===== src/rtl/fpu_dp_divider.sv =====
// fpu_dp_divider: sequential binary64 divider, radix-2 restoring, one quotient bit per clock.
// Define FPU_DIV_ROUND_NEAREST_EN for round-to-nearest-even (55 iterations); default truncates.
module fpu_dp_divider #(
  parameter int WIDTH = 64
) (
  input  logic             clk,
  input  logic             rst,
  input  logic             start,
  input  logic [WIDTH-1:0] A,
  input  logic [WIDTH-1:0] B,
  output logic             busy,
  output logic             done,
  output logic [WIDTH-1:0] result,
  output logic             overflow,
  output logic             underflow,
  output logic             div_by_zero
);

`ifdef FPU_DIV_ROUND_NEAREST_EN
  localparam int N = 55;
`else
  localparam int N = 54;
`endif

  typedef enum logic [1:0] {IDLE, DIVIDE, NORM} state_t;

  state_t              state, state_nx;
  logic                sign;
  logic [10:0]         ea, eb;
  logic [52:0]         mb;
  logic [53:0]         rem;
  logic [N-1:0]        q;
  logic [5:0]          cnt;

  logic                ge;
  logic [52:0]         rem_sub;
  logic                hi;
  logic [51:0]         mant;
  logic signed [12:0]  texp;
  logic                ovf, unf;
`ifdef FPU_DIV_ROUND_NEAREST_EN
  logic                guard, sticky;
  logic [52:0]         mant_rnd;
`endif

  assign busy = (state != IDLE);

  // DIVIDE holds one extra cycle at cnt == N so done lands on edge N+2.
  always_comb begin
    state_nx = state;
    case (state)
      IDLE:    if (start) state_nx = DIVIDE;
      DIVIDE:  if (cnt == 6'(N)) state_nx = NORM;
      NORM:    state_nx = IDLE;
      default: state_nx = IDLE;
    endcase
  end

  always_comb begin
    ge      = (rem >= {1'b0, mb});
    rem_sub = ge ? 53'(rem - {1'b0, mb}) : rem[52:0];
  end

  always_comb begin
    hi   = q[N-1];
    mant = hi ? q[N-2 -: 52] : q[N-3 -: 52];
    texp = $signed({2'b00, ea}) - $signed({2'b00, eb}) + (hi ? 13'sd1023 : 13'sd1022);
`ifdef FPU_DIV_ROUND_NEAREST_EN
    // when the integer bit is set, q[0] sits below the guard and joins the sticky
    guard    = hi ? q[1] : q[0];
    sticky   = (hi & q[0]) | (|rem);
    mant_rnd = {1'b0, mant} + 53'(guard & (sticky | mant[0]));
    mant     = mant_rnd[51:0];
    texp     = texp + $signed({12'd0, mant_rnd[52]});
`endif
    ovf = (texp >= 13'sd2047);
    unf = (texp <= 13'sd0);
  end

  always_ff @(posedge clk) begin
    if (rst) begin
      state       <= IDLE;
      sign        <= 1'b0;
      ea          <= '0;
      eb          <= '0;
      mb          <= '0;
      rem         <= '0;
      q           <= '0;
      cnt         <= '0;
      done        <= 1'b0;
      result      <= '0;
      overflow    <= 1'b0;
      underflow   <= 1'b0;
      div_by_zero <= 1'b0;
    end else begin
      state <= state_nx;
      done  <= 1'b0;
      case (state)
        IDLE: begin
          if (start) begin
            sign <= A[WIDTH-1] ^ B[WIDTH-1];
            ea   <= A[62:52];
            eb   <= B[62:52];
            mb   <= {1'b1, B[51:0]};
            rem  <= {2'b01, A[51:0]};
            q    <= '0;
            cnt  <= '0;
          end
        end
        DIVIDE: begin
          if (cnt != 6'(N)) begin
            rem <= {rem_sub, 1'b0};
            q   <= {q[N-2:0], ge};
            cnt <= cnt + 6'd1;
          end
        end
        NORM: begin
          done        <= 1'b1;
          overflow    <= 1'b0;
          underflow   <= 1'b0;
          div_by_zero <= 1'b0;
          if (eb == '0) begin
            result      <= {sign, 11'h7FF, 52'd0};
            div_by_zero <= 1'b1;
          end else if (ea == '0) begin
            result <= {sign, 63'd0};
          end else if (ovf) begin
            result   <= {sign, 11'h7FF, 52'd0};
            overflow <= 1'b1;
          end else if (unf) begin
            result    <= {sign, 63'd0};
            underflow <= 1'b1;
          end else begin
            result <= {sign, texp[10:0], mant};
          end
        end
        default: ;
      endcase
    end
  end

endmodule


===== config.mk =====
export PLATFORM = sky130hd
export DESIGN_NAME = fpu_dp_divider
export DESIGN_NICKNAME = d
export VERILOG_FILES = /design/src/rtl/fpu_dp_divider.sv
export SDC_FILE = /design/constraint.sdc
export NUM_CORES = 1
export LEC_CHECK = 0
export ABC_AREA = 0
export ABC_CLOCK_PERIOD_IN_PS = 3650
export BUFFER_PORTS_ARGS = -buffer_cell sky130_fd_sc_hd__buf_2
export CAP_MARGIN = 15
export CORE_ASPECT_RATIO = 0.9
export CORE_MARGIN = 3
export CORE_UTILIZATION = 40
export CTS_BUF_LIST = sky130_fd_sc_hd__clkbuf_4
export DETAILED_ROUTE_END_ITERATION = 7
export GPL_TIMING_DRIVEN = 0
export PLACE_DENSITY = 0.6
export SLEW_MARGIN = 20
export SYNTH_ARGS = -nofsm -noshare
export SYNTH_HDL_FRONTEND = slang
export SYNTH_SLANG_ARGS = --single-unit
export TNS_END_PERCENT = 30

===== constraint.sdc =====
create_clock -name clk -period 3.65 [get_ports clk]
set_input_delay 0.73 -clock clk [delete_from_list [all_inputs] [get_ports clk]]
set_output_delay 0.73 -clock clk [all_outputs]
set_load 0.005 [all_outputs]

Yosys cells after proc, flatten, opt, wreduce, memory -nomap -nowiden
Index checks and enable logic that the tools add are counted.
W data, S select, Z words.
Storage, ports and cells
  flip-flop bits (word level): 260
  bits of input ports: 131
  output and inout port bits: 69
  word-level logic and storage cells: 64
Cells by class
  $add $sub $neg: 4
  order comparisons: 3
  equal/unequal tests: 7
  muxes and demuxes: 28
  bitwise operators: 1
  reductions and logical operators: 8
Operators with widths (number)
  $mux W63: 4
  $mux W54: 4
  $pmux W54 S2: 2
  $ge A54 B53 Y1: 1
  $mux W53: 1
  $sub A53 B53 Y53: 1
  $mux W52: 1
  $logic_not A11 Y1: 2
  $add A12 B11 Y13: 1
  $ge A13 B12 Y1 const B: 1
  $le A13 B1 Y1 const B: 1
  $mux W6: 2
  $pmux W6 S2: 1
  $sub A11 B11 Y12: 1
  $mux W1: 10
  $add A6 B1 Y6 const B: 1
  $eq A6 B6 Y1 const B: 1
  $ne A2 B2 Y1 const B: 3
  $ne A6 B6 Y1 const B: 1
  $mux W2: 2
  $pmux W2 S2: 1
  $reduce_and A2 Y1: 2
  $reduce_bool A2 Y1: 2
  $reduce_and A3 Y1: 1
  other kinds (4): 4

Logic depth before layout (Yosys ltp)
  depth after elaboration: 7
  gate-level depth with buffers: 16
  depth with buffers taken out: 14

Worst setup path after synthesis
No wires, ideal clock.
  path type: register to register
  start point: register ea[0]
  end point: register result[32]
  setup time: 0.067 ns
  data arrival time: 3.519 ns
  data required time: 3.583 ns
  path slack: 0.064 ns
  cell stages (with the launch flop): 16
  path buffers: 2
  period minus slack after synthesis: 3.586 ns
  path through: dfxtp_1 > inv_1 > ha_1 > fa_1 > nand2b_1 > a2111o_1 > o211ai_2 > and4bb_4 > nor4b_4 > or3_1 > a22oi_2 > nand2_1 > or3_1 > buf_6 > buf_6 > o21ai_2
On the way
  longest elaborated chain between the ends: 7
  elaborated cells on any way between the ends: 9
  those cells by class: 2 x add/sub; 2 x order compare; 4 x mux; 1 x reduce/logical
RTL lines
  start: declaration: RTL line 29  | logic [10:0] ea, eb;
  start signal: assignment: RTL line 102  | ea <= A[62:52];
  $sub A11 B11 Y12: RTL line 67  | texp = $signed({2'b00, ea}) - $signed({2'b00, eb}) + (hi ? 13'sd1023 : 13'sd1022);
  $add A12 B11 Y13: RTL line 67
  $le A13 B1 Y1: RTL line 77  | unf = (texp <= 13'sd0);
  $mux W63: RTL line 130  | end else if (unf) begin
  $mux W63: RTL line 127  | end else if (ovf) begin
  $mux W63 (*): RTL line 125  | end else if (ea == '0) begin
  $mux W63 (*): RTL line 122  | if (eb == '0) begin
  end signal: assignment: RTL line 123  | result <= {sign, 11'h7FF, 52'd0};
  end signal: assignment: RTL line 126  | result <= {sign, 63'd0};
  end signal: assignment: RTL line 128  | result <= {sign, 11'h7FF, 52'd0};
  end: declaration: RTL line 13  | output logic [WIDTH-1:0] result,
Mark *: on every way between the ends. The rest lies on a longest branch, timed or not.
A chain may end at the register's enable or synchronous reset.

Worst setup path after layout
  start point: register ea[0]
  end point: register result[10]
The elaborated chain is that of the path after synthesis.

==> impl_metrics.env <==
export IMPL_outcome="finished with violations"
export IMPL_violations="negative setup slack"
export IMPL_max_freq_mhz=267
export IMPL_ir_worst_vdd_mv=0.243
export IMPL_synth_edf_count=0
export IMPL_relSlewSlack_pct=18.8
export IMPL_drt_total_wl_um=51200
export IMPL_r2r_setup_slack_ns=-0.09
export IMPL_synthArstFlopShare_pct=0
export IMPL_drtIter0Drc=1074
export IMPL_grt_start_max_net_pins=11
export IMPL_io_buffers=199
export IMPL_tritoncts="yes"
export IMPL_dp_slack_ns=-1.08
export IMPL_groute_usage_overall_pct=24.6
export IMPL_end_kind="flip-flop"
export IMPL_finalCriticalPeriod_ns=3.74
export IMPL_path_max_fanout=10
export IMPL_design_die_area_mm2=0.0398
export IMPL_initial_core_util_pct=41.0
export IMPL_synth_seq_area_share_pct=34.7
export IMPL_grt_overflow_total=0
export IMPL_cts_max_level=3
export IMPL_whs_ns=0.210
export IMPL_min_from="B[32]"
export IMPL_r2r_start="ea[0]"
export IMPL_switchingPower_mw=3.76
export IMPL_maxCapViolations=0
export IMPL_finClkSkew_ns=0.0481
export IMPL_wl_per_cell_um=18.6
export IMPL_die_w_um=210
export IMPL_rsz0062_at_grt="yes"
export IMPL_finalSetupViolations=50
export IMPL_yosysUniqueCellTypes=82
export IMPL_multi_input_area_mm2=0.00926
export IMPL_synth_top_area_share_pct=34.7
export IMPL_area_growth_pct=20.4
export IMPL_yosysWarnings=0
export IMPL_clock_latency_ns=0.75
export IMPL_p_sw_share_pct=39.0
export IMPL_place_gp_congestion=0.984
export IMPL_reg2regPathDepth=14
export IMPL_mappedNetlistNets=2149
export IMPL_crit_type="flip-flop to flip-flop"
export IMPL_yosys_top_cells_count="nand2_1, dfxtp_1, a21oi_1"
export IMPL_cts_buffers=72
export IMPL_ys_top_cells_by_area="dfxtp_1, nand2_1, a21oi_1"
export IMPL_vias=15330
export IMPL_p_per_area_mw_per_mm2=534
export IMPL_row_count=66
export IMPL_cts_path_max_buffers=3
export IMPL_cp_arrival_ns=4.39
export IMPL_drv_slew=0
export IMPL_clk_pin_slew_worst_paths_ns=0.08
export IMPL_synth_area_per_cell_um2=7.69
export IMPL_crit_required_ns=4.29
export IMPL_dr_pass1_iters=5
export IMPL_grt_pass1_vias=14373
export IMPL_clockPowerShare_pct=28.2
export IMPL_hold_violations=0
export IMPL_synth_largest_area_cell="dfxtp_1"
export IMPL_cpMaxStageDelayCell="or3_4"
export IMPL_coreArea_mm2=0.0366
export IMPL_die_h_um=190
export IMPL_dpl_hpwl_um=38200
export IMPL_path_cells="inv_2 > ha_4 > fa_2 > nand2b_4 > a2111o_1 > o211ai_4 > and4bb_4 > nor4b_4 > or3_1 > a22oi_2 > nand2_2 > or3_4 > buf_8 > o21ai_2"
export IMPL_ys_flop_type="dfxtp_1"
export IMPL_pin_count=200
export IMPL_antenna_found_initial=2
export IMPL_cts_root_buf="clkbuf_4"
export IMPL_via_per_inst=5.56
export IMPL_fin_crit_sh_pct=103
export IMPL_p_int_mw=5.88
export IMPL_fin_nets=2437
export IMPL_critical_path_max_stage_delay_ns=0.54
export IMPL_power_share_sequential_pct=32.2
export IMPL_antenna_left=0
export IMPL_r2r_end="result[10]"
export IMPL_yosys_cell_count_top_type="nand2_1"
export IMPL_synth_cells=1948
export IMPL_hold_buffers=0
export IMPL_whs_endpoint="mb[32]"
export IMPL_pwr_share_comb_pct=39.5
export IMPL_hold_class="primary input to flip-flop"
export IMPL_grt_pass1_wl_um=78000
export IMPL_leakagePower_nw=7.19
export IMPL_holdPathStages=3
export IMPL_layout_setup_ws_ns=-0.0934
export IMPL_syn_area_mm2=0.0150
export IMPL_finalNonFillerCells=2759
export IMPL_synth_seq_cells=260
export IMPL_worst_pin_slew_ns=1.22
export IMPL_seq_area_mm2=0.00521
export IMPL_drive_above_1_share_pct=20.4
export IMPL_dp_cells=2623
export IMPL_crit_path_start_kind="flip-flop"
export IMPL_cts_sinks=260
export IMPL_n_fill_cell=3698
export IMPL_drc_errors=0
## worst max path at each step
stage	depth (start not counted)	slack, ns	to	startpoint
detailed placement	14	-1.08	rem[41]	mb[6]
CTS	14	-0.08	result[41]	ea[0]
global route	14	-0.19	result[47]	ea[0]
finish	14	-0.09	result[10]	ea[0]
floorplan	15	0.06	result[32]	ea[0]
global placement	14	-1.01	rem[41]	mb[7]
## power by group through the flow
stage               sequential (mW)  clock, mW  combinational (mW)
detailed placement             3.16          0                3.41
global route                   3.12       2.95                4.12
finish                         3.11       2.72                3.81
floorplan                      3.12          0                2.47
CTS                            3.10       2.80                3.61
global placement               3.16          0                3.39
## sequential cells by signal, summed over array words and instances, names as in the netlist
name         count
mb              53
cnt              6
overflow         1
eb              11
rem             54
result          64
div_by_zero      1
ea              11
underflow        1
sign             1
state            2
q               54
done             1
## layer usage
layer	wire, µm	vias to the layer above	GRT usage [%]
met3	3410	89	4.37
met2	22000	563	37.8
li1	-	7506	-
met5	0	-	0
met4	1290	0	7.83
met1	24500	7172	35.2
## critical path: cells and delay by family, from the launching register on
family | cells | cell delay (ns)
and+or+nand+nor | 6 | 1.59
DFF | 1 | 0.35
buffers and inverters | 2 | 0.25
adders and majority gates | 2 | 0.53
AOI/OAI and AO/OA | 4 | 0.93
## cells in the final DEF, fill, tap and decap left out, types with 24 or more instances in the layout
cell type and n:
inv_1 84, a21o_1 25, buf_2 202, a21oi_1 239, clkbuf_4 110, nand2_1 364
xnor2_1 31, clkbuf_1 99, dfxtp_1 256, ha_1 64, nor2_1 88, mux2i_1 62
nand3_1 79, nor3_1 25, xor2_1 26, o21ai_2 51, a211oi_1 24, buf_4 24
o21ai_0 82
## metrics by stage
stage	util, %	TNS, ns	area [µm²]	total power, mW
finish	49.3	-3.25	18100	9.64
global route	49.3	-9.09	18100	10.2
floorplan	-	0	15000	5.59
detailed placement	45.3	-64.03	16600	6.57
CTS	48.5	-2.86	17800	9.52
global placement	45.3	-60.70	16600	6.55
## repair_timing
action | 4_1_cts | 5_1_grt
hold endpoints to repair | 0 | 0
setup buffers | 11 | 10
pin swaps | 15 | 14
cloned | 0 | 2
gates resized for setup | 48 | 48
setup endpoints to repair | 118 | 114
## kinds of logic after synthesis
kind of cell	synth area share (%)
AOI/OAI and AO/OA	25.4
xor gates and xnor gates	3.51
adders and majority gates	5.94
buffers and inverters	5.77
DFF	34.7
muxes	4.29
and+or+nand+nor	20.4
## layout make-up
cell class / instances / share of cell area, %
multi-input cells: 1471 / 51.3
flip-flops and latches: 260 / 28.9
repair buffers: 222 / 6.67
clock buffers: 108 / 4.49
well taps: 476 / 3.30
plain buffers: 123 / 3.08
inverters: 86 / 1.79
clock inverters: 10 / 0.499
diodes: 3 / 0.0416
No activity file was read; power rests on OpenSTA's default activity.
